File: src/rtl/descramble_multi.sv
// Self-synchronising 64b/66b receive descrambler (x^58 + x^39 + 1) for a 64- or 32-bit datapath.
// Two-stage pipeline with runtime bypass, lock indication and a saturating sync-header error counter.
module descramble_multi #(
    parameter int          DATA_W   = 64,
    parameter int          CNT_W    = 16,
    parameter logic [57:0] RST_SEED = 58'd0
) (
    input  logic              clk_i,
    input  logic              rst_i,
    input  logic [DATA_W-1:0] data_i,
    input  logic [1:0]        head_i,
    input  logic              head_vld_i,
    input  logic              data_vld_i,
    input  logic              bypass_i,
    input  logic              clear_i,
    output logic [DATA_W-1:0] data_o,
    output logic [1:0]        head_o,
    output logic              head_vld_o,
    output logic              data_vld_o,
    output logic              locked_o,
    output logic [CNT_W-1:0]  hdr_err_cnt_o
);

    localparam int         EXT_W     = DATA_W + 58;
    localparam logic [6:0] WORD_BITS = 7'(DATA_W);
    localparam logic [6:0] LOCK_BITS = 7'd58;

    if (DATA_W != 64 && DATA_W != 32) begin : g_bad_width
        $error("descramble_multi: DATA_W must be 64 or 32");
    end

    logic [DATA_W-1:0] in_data_q;
    logic [1:0]        in_head_q;
    logic              in_hvld_q;
    logic              in_dvld_q;
    logic              in_byp_q;

    logic [57:0]       scr_q, scr_d;
    logic [6:0]        bit_cnt_q, bit_cnt_d;
    logic [6:0]        bit_sum;
    logic              locked_q, locked_d;
    logic [CNT_W-1:0]  err_cnt_q, err_cnt_d;
    logic              hdr_bad;

    logic [DATA_W-1:0] out_data_q, out_data_d;
    logic [1:0]        out_head_q;
    logic              out_hvld_q;
    logic              out_dvld_q;

    logic [EXT_W-1:0]  ext;
    logic [DATA_W-1:0] descr;

    // Received bit stream in wire order: ext[0] is the oldest stored bit,
    // ext[EXT_W-1] is the last bit of the word in the input stage.
    always_comb begin
        ext = '0;
        for (int j = 0; j < 58; j++) begin
            ext[j] = scr_q[57-j];
        end
        ext[EXT_W-1:58] = in_data_q;
    end

    // Bit k of the word sits at ext[k+58]; taps 39 and 58 bits earlier.
    assign descr = in_data_q ^ ext[DATA_W+18:19] ^ ext[DATA_W-1:0];

    always_comb begin
        scr_d = scr_q;
        if (in_dvld_q) begin
            for (int i = 0; i < 58; i++) begin
                scr_d[i] = ext[EXT_W-1-i];
            end
        end
    end

    assign bit_sum = bit_cnt_q + WORD_BITS;

    always_comb begin
        bit_cnt_d = bit_cnt_q;
        locked_d  = locked_q;
        if (clear_i) begin
            bit_cnt_d = '0;
            locked_d  = 1'b0;
        end else if (in_dvld_q) begin
            if (bit_cnt_q == LOCK_BITS) begin
                locked_d = 1'b1;
            end
            bit_cnt_d = (bit_sum >= LOCK_BITS) ? LOCK_BITS : bit_sum;
        end
    end

    assign hdr_bad = in_hvld_q & (in_head_q[1] ~^ in_head_q[0]);

    always_comb begin
        err_cnt_d = err_cnt_q;
        if (clear_i) begin
            err_cnt_d = '0;
        end else if (hdr_bad && (err_cnt_q != {CNT_W{1'b1}})) begin
            err_cnt_d = err_cnt_q + CNT_W'(1);
        end
    end

    always_comb begin
        out_data_d = out_data_q;
        if (in_dvld_q) begin
            out_data_d = in_byp_q ? in_data_q : descr;
        end
    end

    always_ff @(posedge clk_i) begin
        if (rst_i) begin
            in_data_q  <= '0;
            in_head_q  <= '0;
            in_hvld_q  <= 1'b0;
            in_dvld_q  <= 1'b0;
            in_byp_q   <= 1'b0;
            scr_q      <= RST_SEED;
            bit_cnt_q  <= '0;
            locked_q   <= 1'b0;
            err_cnt_q  <= '0;
            out_data_q <= '0;
            out_head_q <= '0;
            out_hvld_q <= 1'b0;
            out_dvld_q <= 1'b0;
        end else begin
            in_data_q  <= data_i;
            in_head_q  <= head_i;
            in_hvld_q  <= head_vld_i;
            in_dvld_q  <= data_vld_i;
            in_byp_q   <= bypass_i;
            scr_q      <= scr_d;
            bit_cnt_q  <= bit_cnt_d;
            locked_q   <= locked_d;
            err_cnt_q  <= err_cnt_d;
            out_data_q <= out_data_d;
            out_head_q <= in_head_q;
            out_hvld_q <= in_hvld_q;
            out_dvld_q <= in_dvld_q;
        end
    end

    assign data_o        = out_data_q;
    assign head_o        = out_head_q;
    assign head_vld_o    = out_hvld_q;
    assign data_vld_o    = out_dvld_q;
    assign locked_o      = locked_q;
    assign hdr_err_cnt_o = err_cnt_q;

endmodule

File: config.mk
export PLATFORM = sky130hd
export DESIGN_NAME = descramble_multi
export DESIGN_NICKNAME = d
export VERILOG_FILES = /design/src/rtl/descramble_multi.sv
export SDC_FILE = /design/constraint.sdc
export NUM_CORES = 1
export LEC_CHECK = 0
export ABC_AREA = 1
export CORE_AREA = 3 3 153 118
export DETAILED_ROUTE_END_ITERATION = 8
export DIE_AREA = 0 0 156 121
export GPL_ROUTABILITY_DRIVEN = 0
export PLACE_DENSITY = 0.88
export SETUP_SLACK_MARGIN = 0.5
export SYNTH_ARGS = -nofsm -noshare
export SYNTH_HDL_FRONTEND = slang
export SYNTH_SLANG_ARGS = --single-unit
export TNS_END_PERCENT = 20
File: constraint.sdc
create_clock -name clk_i -period 1.62 [get_ports clk_i]
set_input_delay 0.162 -clock clk_i [delete_from_list [all_inputs] [get_ports clk_i]]
set_output_delay 0.162 -clock clk_i [all_outputs]
set_load 0.01 [all_outputs]
After elaboration in Yosys (flattened, before gate mapping)
Cells that the tools add are included.
{"block": "totals", "ff_bits": 219, "inputBits": 72, "output_inout_bits": 85, "word_cells": 27}
{"block": "classes", "n_addsub": 2, "magnitude_cmp": 1, "n_eq_ne": 2, "n_mux": 2, "n_bitwise": 4, "n_reduce_logical": 3}
{"operator": "XOR 64 bit", "count": 2}
{"operator": "two-way mux 64 bit", "count": 1}
{"operator": "adder 16 x 1 -> 16 bit, second input constant", "count": 1}
{"operator": "!= test 16 bit, second input constant", "count": 1}
{"operator": "adder 7 bit, second input constant", "count": 1}
{"operator": "equality test 7 x 6 -> 1 bit, second input constant", "count": 1}
{"operator": "greater-or-equal comparator 7 x 6 -> 1 bit, second input constant", "count": 1}
{"operator": "two-way mux 7 bit", "count": 1}
{"operator": "AND reduction 2 bit", "count": 1}
{"operator": "OR reduction 2 bit", "count": 1}
{"operator": "bitwise AND 1 bit", "count": 1}
{"operator": "logical AND 1 bit", "count": 1}
{"operator": "bitwise XNOR 1 bit", "count": 1}

Depth between registers and ports, before layout
Gate-level depths: netlist of run 1.
{"block": "depth", "word_depth": 3, "depth_mapped": 9, "depth_no_buf": 9}

Worst setup path after synthesis of run 1
OpenSTA, ideal clock, no wires.
{"block": "synth_path", "kind": "register -> register", "start": "register err_cnt_q[0], in the netlist hdr_err_cnt_o[0]", "end": "register err_cnt_q[9], in the netlist hdr_err_cnt_o[9]", "setup_time_ns": 0.115, "arrival_ns": 1.287, "t_required_ns": 1.505, "path_slack_ns": 0.218, "stages_incl_launch_ff": 9, "n_path_buf": 0, "synth_period_minus_slack_ns": 1.402, "cell_sequence": "dfxtp_1 -> ha_1 -> nand2_1 -> nor2_2 -> nand2_4 -> nor2_4 -> nor2_2 -> a21oi_1 -> nor2_1"}
{"block": "synth_between", "elab_chain_cells": 2, "word_cells_on_any_way": 3, "cone_classes": "add/sub (1); eq/ne (1); reduce/logical (1)"}
{"item": "from (decl)", "line": "42", "rtl": "logic [CNT_W-1:0] err_cnt_q, err_cnt_d;"}
{"item": "from (signal assigned)", "line": "133", "rtl": "err_cnt_q <= err_cnt_d;"}
{"item": "branches (longest 2 deep; another with adder 16 x 1 -> 16 bit)"}
Parallel ways; which one is timed is not known.
A chain may end at the register's enable or synchronous reset.

Worst setup path after layout of run 1
{"block": "layout_path", "start": "register err_cnt_q[1], in the netlist hdr_err_cnt_o[1]", "end": "register err_cnt_q[14], in the netlist hdr_err_cnt_o[14]"}
The elaborated chain is that of the path after synthesis.

==> impl_metrics.py, run 1 <==
metrics = {
    "timing": {
        "min_period_ns": 1.508,
        "tns_ns": 0,
        "slew_headroom_pct": 66.86,
        "setup_viol": 0,
        "finClkSkew_ns": 0.01270,
        "worstMarginPinSlew_ns": 0.4918,
        "finalHoldViolations": 0,
        "fin_crit_sh_pct": 93.10,
        "slew_viol_final": 0,
        "rsz0062_at_grt": "true",
        "clock.fmax_mhz": 663.1,
    },
    "floorplan": {
        "die_width_um": 156,
        "start_util_pct": 51.86,
        "fp-row-count": 41,
        "core_area_mm2": 0.01667,
        "fp.dieH_um": 121,
        "design.die.area_mm2": 0.01888,
        "pin_count": 157,
    },
    "final_layout": {
        "final_cell_mix": "dfxtp_1 (169), nand2_1 (160), inv_1 (158)",
        "final_cells": 1542,
        "diodes": 0,
        "drive_gt1_share_pct": 16.88,
        "design_area_mm2": 0.01178,
        "final_common_cell": "dfxtp_1",
        "fin_nets": 1385,
        "fin_util_pct": 70.64,
        "syn2layout_area_growth_pct": 36.20,
    },
    "setup_path": {
        "reg2reg_depth": 6,
        "critPathBufInv": 0,
        "critical_path_class": "reg -> reg",
        "crit_family": "simple AND/OR/NAND/NOR gates",
        "cp_cell_sequence": "ha_4, nand2_4, nor2_4, nand4_2, a21oi_1, nor2_1",
        "critPathLaunchType": "register",
        "r2r-start": "hdr_err_cnt_o[1]",
        "max_stage_delay_ns": 0.37,
        "worstPathRequired_ns": 2.01,
        "worstPathArrival_ns": 1.89,
        "r2r_slack_ns": 0.11,
        "cp_slowest_cell": "dfxtp_4",
        "rr_endpoint": "hdr_err_cnt_o[14]",
        "crit_fanout": 8,
        "crit_path_end_kind": "register",
    },
    "clocking": {
        "clock-sinks": 214,
        "cts_tree": "built",
        "h-tree-depth": 1,
        "clk_pin_slew_ns": 0.07,
        "clk_path_buf_depth": 3,
        "clockRootBuffer": "clkbuf_16",
        "insertion_delay_ns": 0.51,
        "cts_made_buffers": 21,
        "hold_buffers": 0,
    },
    "place": {
        "dp_hpwl_um": 17270,
        "dp_cells": 1478,
        "placed_area_mm2": 0.01050,
        "portBuffers": 156,
    },
    "global_routing": {
        "grt_max_degree": 114,
        "overflow": 0,
        "grt_busiest_layer": "met2",
        "grt_pass1_wl_um": 38560,
        "grt_pass1_vias": 7676,
        "grtUsageMet3_pct": 5.276,
        "met1_usage_pct": 34.19,
        "antenna_found_initial": 0,
        "grt_util_met2_pct": 40.92,
        "grt_usage_pct": 25.42,
    },
    "status": {
        "status": "completed",
    },
    "worst_hold_path": {
        "holdPathStages": 3,
        "hold_path_class": "in -> reg",
        "hold_path_end": "in_data_q[15]",
        "min_from": "rst_i",
    },
    "route": {
        "ant_nets": 0,
        "wl_per_cell_um": 18.82,
        "drt-initial-drc-count": 1280,
        "routed_wirelength_um": 29030,
        "routed_via_density": 5.696,
        "first_pass_iters": 8,
        "drc": 0,
        "dr_total_vias": 8784,
    },
    "synthesis": {
        "synth_area_leaders": "dfxtp_1 (50%), a21oi_1 (7.4%), nand2_1 (7.4%), o21ai_0 (7.1%), inv_1 (6.9%)",
        "avgSynthCellArea_um2": 7.559,
        "yosysTopAreaCell": "dfxtp_1",
        "yosys_warnings": 0,
        "synthFlopType": "dfxtp_1",
        "synth_area_mm2": 0.008647,
        "ys_async_sr_fraction_pct": 0,
        "netlist_instances": 1144,
        "synth-seq-cells": 214,
        "synth_edf_count": 0,
        "yosysSeqAreaShare_pct": 49.54,
        "netlist.area_leader.share_pct": 49.54,
        "synth_nets": 1217,
        "synthDistinctLibCells": 25,
    },
    "run": {
        "drv_cap": 0,
    },
    "power": {
        "p_per_area_mw_per_mm2": 1037,
        "leakage_uw": 0.005312,
        "ir_drop_uv": 554.7,
    },
}
[metal layers]
metal | wire, um | vias up
li1 | - | 3953
met1 | 11120 | 4003
met2 | 12820 | 665
met3 | 3414 | 163
met4 | 1673 | 0
met5 | 0 | -
[state kept, by name (all words and copies together), names as in the netlist]
name,count
data_o,64
in_data_q,64
scr_q,58
hdr_err_cnt_o,16
bit_cnt_q,2
head_o,2
in_head_q,2
data_vld_o,1
head_vld_o,1
in_byp_q,1
in_dvld_q,1
in_hvld_q,1
locked_o,1
[worst min-delay path, delay by kind of cell]
family	cells	cell delay, ns
buffers and inverters	2	0.35
AND/OR/NAND/NOR	1	0.12
[Yosys cell counts, types with 2 or more instances]
cell type,n
dfxtp_1,214
nand2_1,170
inv_1,159
nor2_1,129
a21oi_1,128
o21ai_0,122
nand3_1,66
xor2_1,64
clkbuf_1,29
buf_2,19
a21o_1,6
buf_1,6
nor2_2,6
nand4_1,4
o21ai_1,4
inv_2,3
nor2_4,3
nor3_1,3
a31oi_1,2
nand2_2,2
[cells by family (layout without fill, tap and decap cells)]
family          count (synthesis)  after routing  synth area share [%]
compound gates                263            263                 15.55
simple gates                  386            386                 18.62
buf+inv                       216            399                 9.651
xor+xnor                       64             64                 6.482
fa+ha+maj                       1              1                0.1447
flops                         214            214                 49.54
[power by group]
part	switching (uW)	total, uW	internal [uW]
clock network	2080	4760	2680
registers	265	5820	5550
logic	915	1640	722
[area by class of cell]
class / instances / area (um^2)
Fill cell: 1165 / 4895
Sequential cell: 214 / 4378
Multi-Input combinational cell: 714 / 3756
Timing Repair Buffer: 199 / 2097
Clock buffer: 31 / 623.1
Inverter: 162 / 610.6
Tap cell: 215 / 269.0
Clock inverter: 7 / 43.79
[repair_timing]
action	4_1_cts	5_1_grt
endpoints found under the setup margin	167	201
gates resized for setup	247	112
cloned	0	7
pin swaps	6	26
buffers inserted	7	12
[through the flow]
step / setup WS, ns / total power (uW) / hold slack, ns
final: 0.1119 / 12210 / 0.1681
after global routing: 0.1026 / 12550 / 0.1828
after CTS: 0.2900 / 11960 / 0.1591
after detailed placement: 0.2031 / 7379 / 0.4387
after global placement: 0.3120 / 7339 / 0.4346
after floorplan: 0.3433 / 6654 / 0.2690
[worst max path at each step]
stage / from / to / slack [ns] / cells past startpoint
finish: hdr_err_cnt_o[1] / hdr_err_cnt_o[14] / 0.11 / 6
global route: hdr_err_cnt_o[1] / hdr_err_cnt_o[14] / 0.10 / 7
CTS: hdr_err_cnt_o[1] / hdr_err_cnt_o[14] / 0.29 / 8
detailed placement: hdr_err_cnt_o[3] / hdr_err_cnt_o[15] / 0.20 / 7
global placement: hdr_err_cnt_o[3] / hdr_err_cnt_o[15] / 0.31 / 7
floorplan: hdr_err_cnt_o[1] / hdr_err_cnt_o[13] / 0.34 / 8
(Power assumes the default switching activity.)
==> run 2: changes to the inputs <==
Settings changed: ABC_CLOCK_PERIOD_IN_PS set to 1620, CELL_PAD_IN_SITES_DETAIL_PLACEMENT set to 1, CELL_PAD_IN_SITES_GLOBAL_PLACEMENT set to 1, CORE_AREA 3 3 153 118 to 3 3 179 137, DIE_AREA 0 0 156 121 to 0 0 182 140.
==> run 2 against run 1 <==
Compared with the run above:
- hold slack worse by 0.039 ns
- critical path depth up 1
- clock power up 18%
- utilization down 15 points
- flip-flop and latch count unchanged
- cell count up 7.2%
- power up 11%
- global-route usage down 2.1 points
- clock skew up 0.022 ns
- sequential share of layout area down 2.5 points
- worst setup slack worse by 0.010 ns
- sequential power up 1%
- critical endpoint is now hdr_err_cnt_o[6]
- largest cell class unchanged
==> impl_metrics.py, run 2 (same netlist as run 1, synthesis figures left out) <==
metrics = {
    "worst_hold_path": {
        "hold_path_class": "in -> reg",
    },
    "timing": {
        "tns_ns": 0,
        "clock.fmax_mhz": 658.6,
        "slew_headroom_pct": 58.20,
        "setup_viol": 0,
        "min_period_ns": 1.518,
        "rsz0062_at_grt": "true",
        "slew_viol_final": 0,
        "worstMarginPinSlew_ns": 0.6204,
        "fin_crit_sh_pct": 93.72,
        "finClkSkew_ns": 0.03515,
        "finalHoldViolations": 0,
    },
    "clocking": {
        "cts_made_buffers": 23,
        "cts_tree": "built",
        "insertion_delay_ns": 0.55,
        "clockRootBuffer": "clkbuf_16",
        "hold_buffers": 0,
        "clk_path_buf_depth": 3,
        "h-tree-depth": 1,
        "clock-sinks": 214,
        "clk_pin_slew_ns": 0.07,
    },
    "power": {
        "p_seq_share_pct": 43.5,
        "combPwrFrac_pct": 14.8,
        "p_clk_share_pct": 41.7,
        "p_sw_uw": 3886,
        "ir_drop_uv": 654.7,
        "leakage_uw": 0.005600,
        "swShare_pct": 28.78,
        "p_int_uw": 9619,
        "p_per_area_mw_per_mm2": 1065,
    },
    "floorplan": {
        "fp-row-count": 48,
        "start_util_pct": 37.69,
        "fp.dieH_um": 140,
        "pin_count": 157,
        "die_width_um": 182,
        "design.die.area_mm2": 0.02548,
        "core_area_mm2": 0.02294,
    },
    "final_layout": {
        "final_cell_mix": "dfxtp_1 (160), nand2_1 (159), inv_1 (157)",
        "syn2layout_area_growth_pct": 46.64,
        "fin_nets": 1410,
        "final_cells": 1653,
        "diodes": 0,
        "drive_gt1_share_pct": 21.36,
        "final_common_cell": "dfxtp_1",
    },
    "setup_path": {
        "crit_fanout": 5,
        "cp_slowest_cell": "dfxtp_4",
        "crit_path_frequent_cell": "nand2_4",
        "cp_cell_sequence": "ha_4, nand2_4, nor2_4, nand2_4, o21ai_4, nand2_1, a21oi_1",
        "critPathLaunchType": "register",
        "worstPathArrival_ns": 1.97,
        "crit_family": "compound AO/OA/AOI/OAI gates",
        "crit_path_end_kind": "register",
        "critical_path_class": "reg -> reg",
        "critPathBufInv": 0,
        "max_stage_delay_ns": 0.38,
        "worstPathRequired_ns": 2.07,
    },
    "route": {
        "dr_total_vias": 9393,
        "first_pass_iters": 5,
        "routed_via_density": 5.682,
        "wl_per_cell_um": 25.55,
        "drt-initial-drc-count": 901,
        "drc": 0,
        "routed_wirelength_um": 42230,
        "ant_nets": 0,
    },
    "place": {
        "portBuffers": 156,
        "dp_hpwl_um": 21150,
        "dp_cells": 1563,
    },
    "run": {
        "drv_cap": 0,
    },
    "global_routing": {
        "overflow": 0,
        "grt_usage_pct": 23.32,
        "antenna_found_initial": 3,
        "grt_max_degree": 168,
        "grt_pass1_vias": 8712,
        "grt_pass1_wl_um": 47640,
    },
    "status": {
        "status": "completed",
    },
}
run 2: changes by cell type in the layout (fill, tap and decap cells not counted), moves of 7 or more:
cell,change
dfxtp_2,+8
o21ai_0,-8
buf_12,+7
nand3_1,-12
buf_4,+12
nand3_4,+17
dfxtp_1,-9
clkbuf_16,+9
run 2: area by class of cell:
| type | count | area (um^2) |
|---|---|---|
| Sequential cell | 214 | 4392 |
| Multi-Input combinational cell | 714 | 4050 |
| Inverter | 162 | 628.1 |
| Clock buffer | 33 | 674.4 |
| Fill cell | 2676 | 10260 |
| Clock inverter | 8 | 101.3 |
| Timing Repair Buffer | 222 | 2459 |
| Tap cell | 300 | 375.4 |
run 2: power by group through the flow:
stage	Combinational [uW]	Sequential, uW	Clock, uW
detailed placement	1530	5930	0
global route	2100	5890	5890
finish	2000	5880	5630
CTS	1540	5820	5470
global placement	1480	5920	0
floorplan	762	5890	0
run 2: metal layers:
| metal | GRT usage (%) | wire length (um) | vias to the layer above |
|---|---|---|---|
| li1 | - | - | 3992 |
| met1 | 28.94 | 15970 | 4593 |
| met2 | 40.81 | 19610 | 587 |
| met3 | 4.777 | 3831 | 215 |
| met4 | 7.252 | 2786 | 6 |
| met5 | 0 | 30 | - |
run 2: final timing paths:
kind,cells past startpoint,slack (ns),startpoint,end
hold reg to reg,2,0.51,locked_o,locked_o
setup reg to reg,7,0.10,hdr_err_cnt_o[0],hdr_err_cnt_o[6]
setup / recovery,7,0.10,hdr_err_cnt_o[0],hdr_err_cnt_o[6]
hold / removal,3,0.13,data_i[7],in_data_q[7]
run 2: metrics by stage:
stage               worst slack, ns  hold slack (ns)  total power [uW]  area (um^2)  util, %
CTS                          0.2192           0.1507             12830        11570    50.43
finish                       0.1017           0.1295             13510        12680    55.27
global route                0.06672           0.1507             13880        12680    55.27
floorplan                    0.3433           0.2690              6654         8708        -
global placement             0.2457           0.4375              7393        10630    46.35
detailed placement           0.1710           0.4647              7467        10630    46.35
run 2: timing repair:
action                                  CTS  global route
setup buffers                            12            19
pin swaps                                 6            53
gates cloned                              0            18
gates resized for setup                 305           146
endpoints found under the setup margin  215           221
hold endpoints to repair                  0             0
run 2: worst reg2reg max path: stages, from the launching register on:
cell and delay, ns:
dfxtp_4 0.38, ha_4 0.16, nand2_4 0.06, nor2_4 0.14
nand2_4 0.11, o21ai_4 0.25, nand2_1 0.11, a21oi_1 0.21
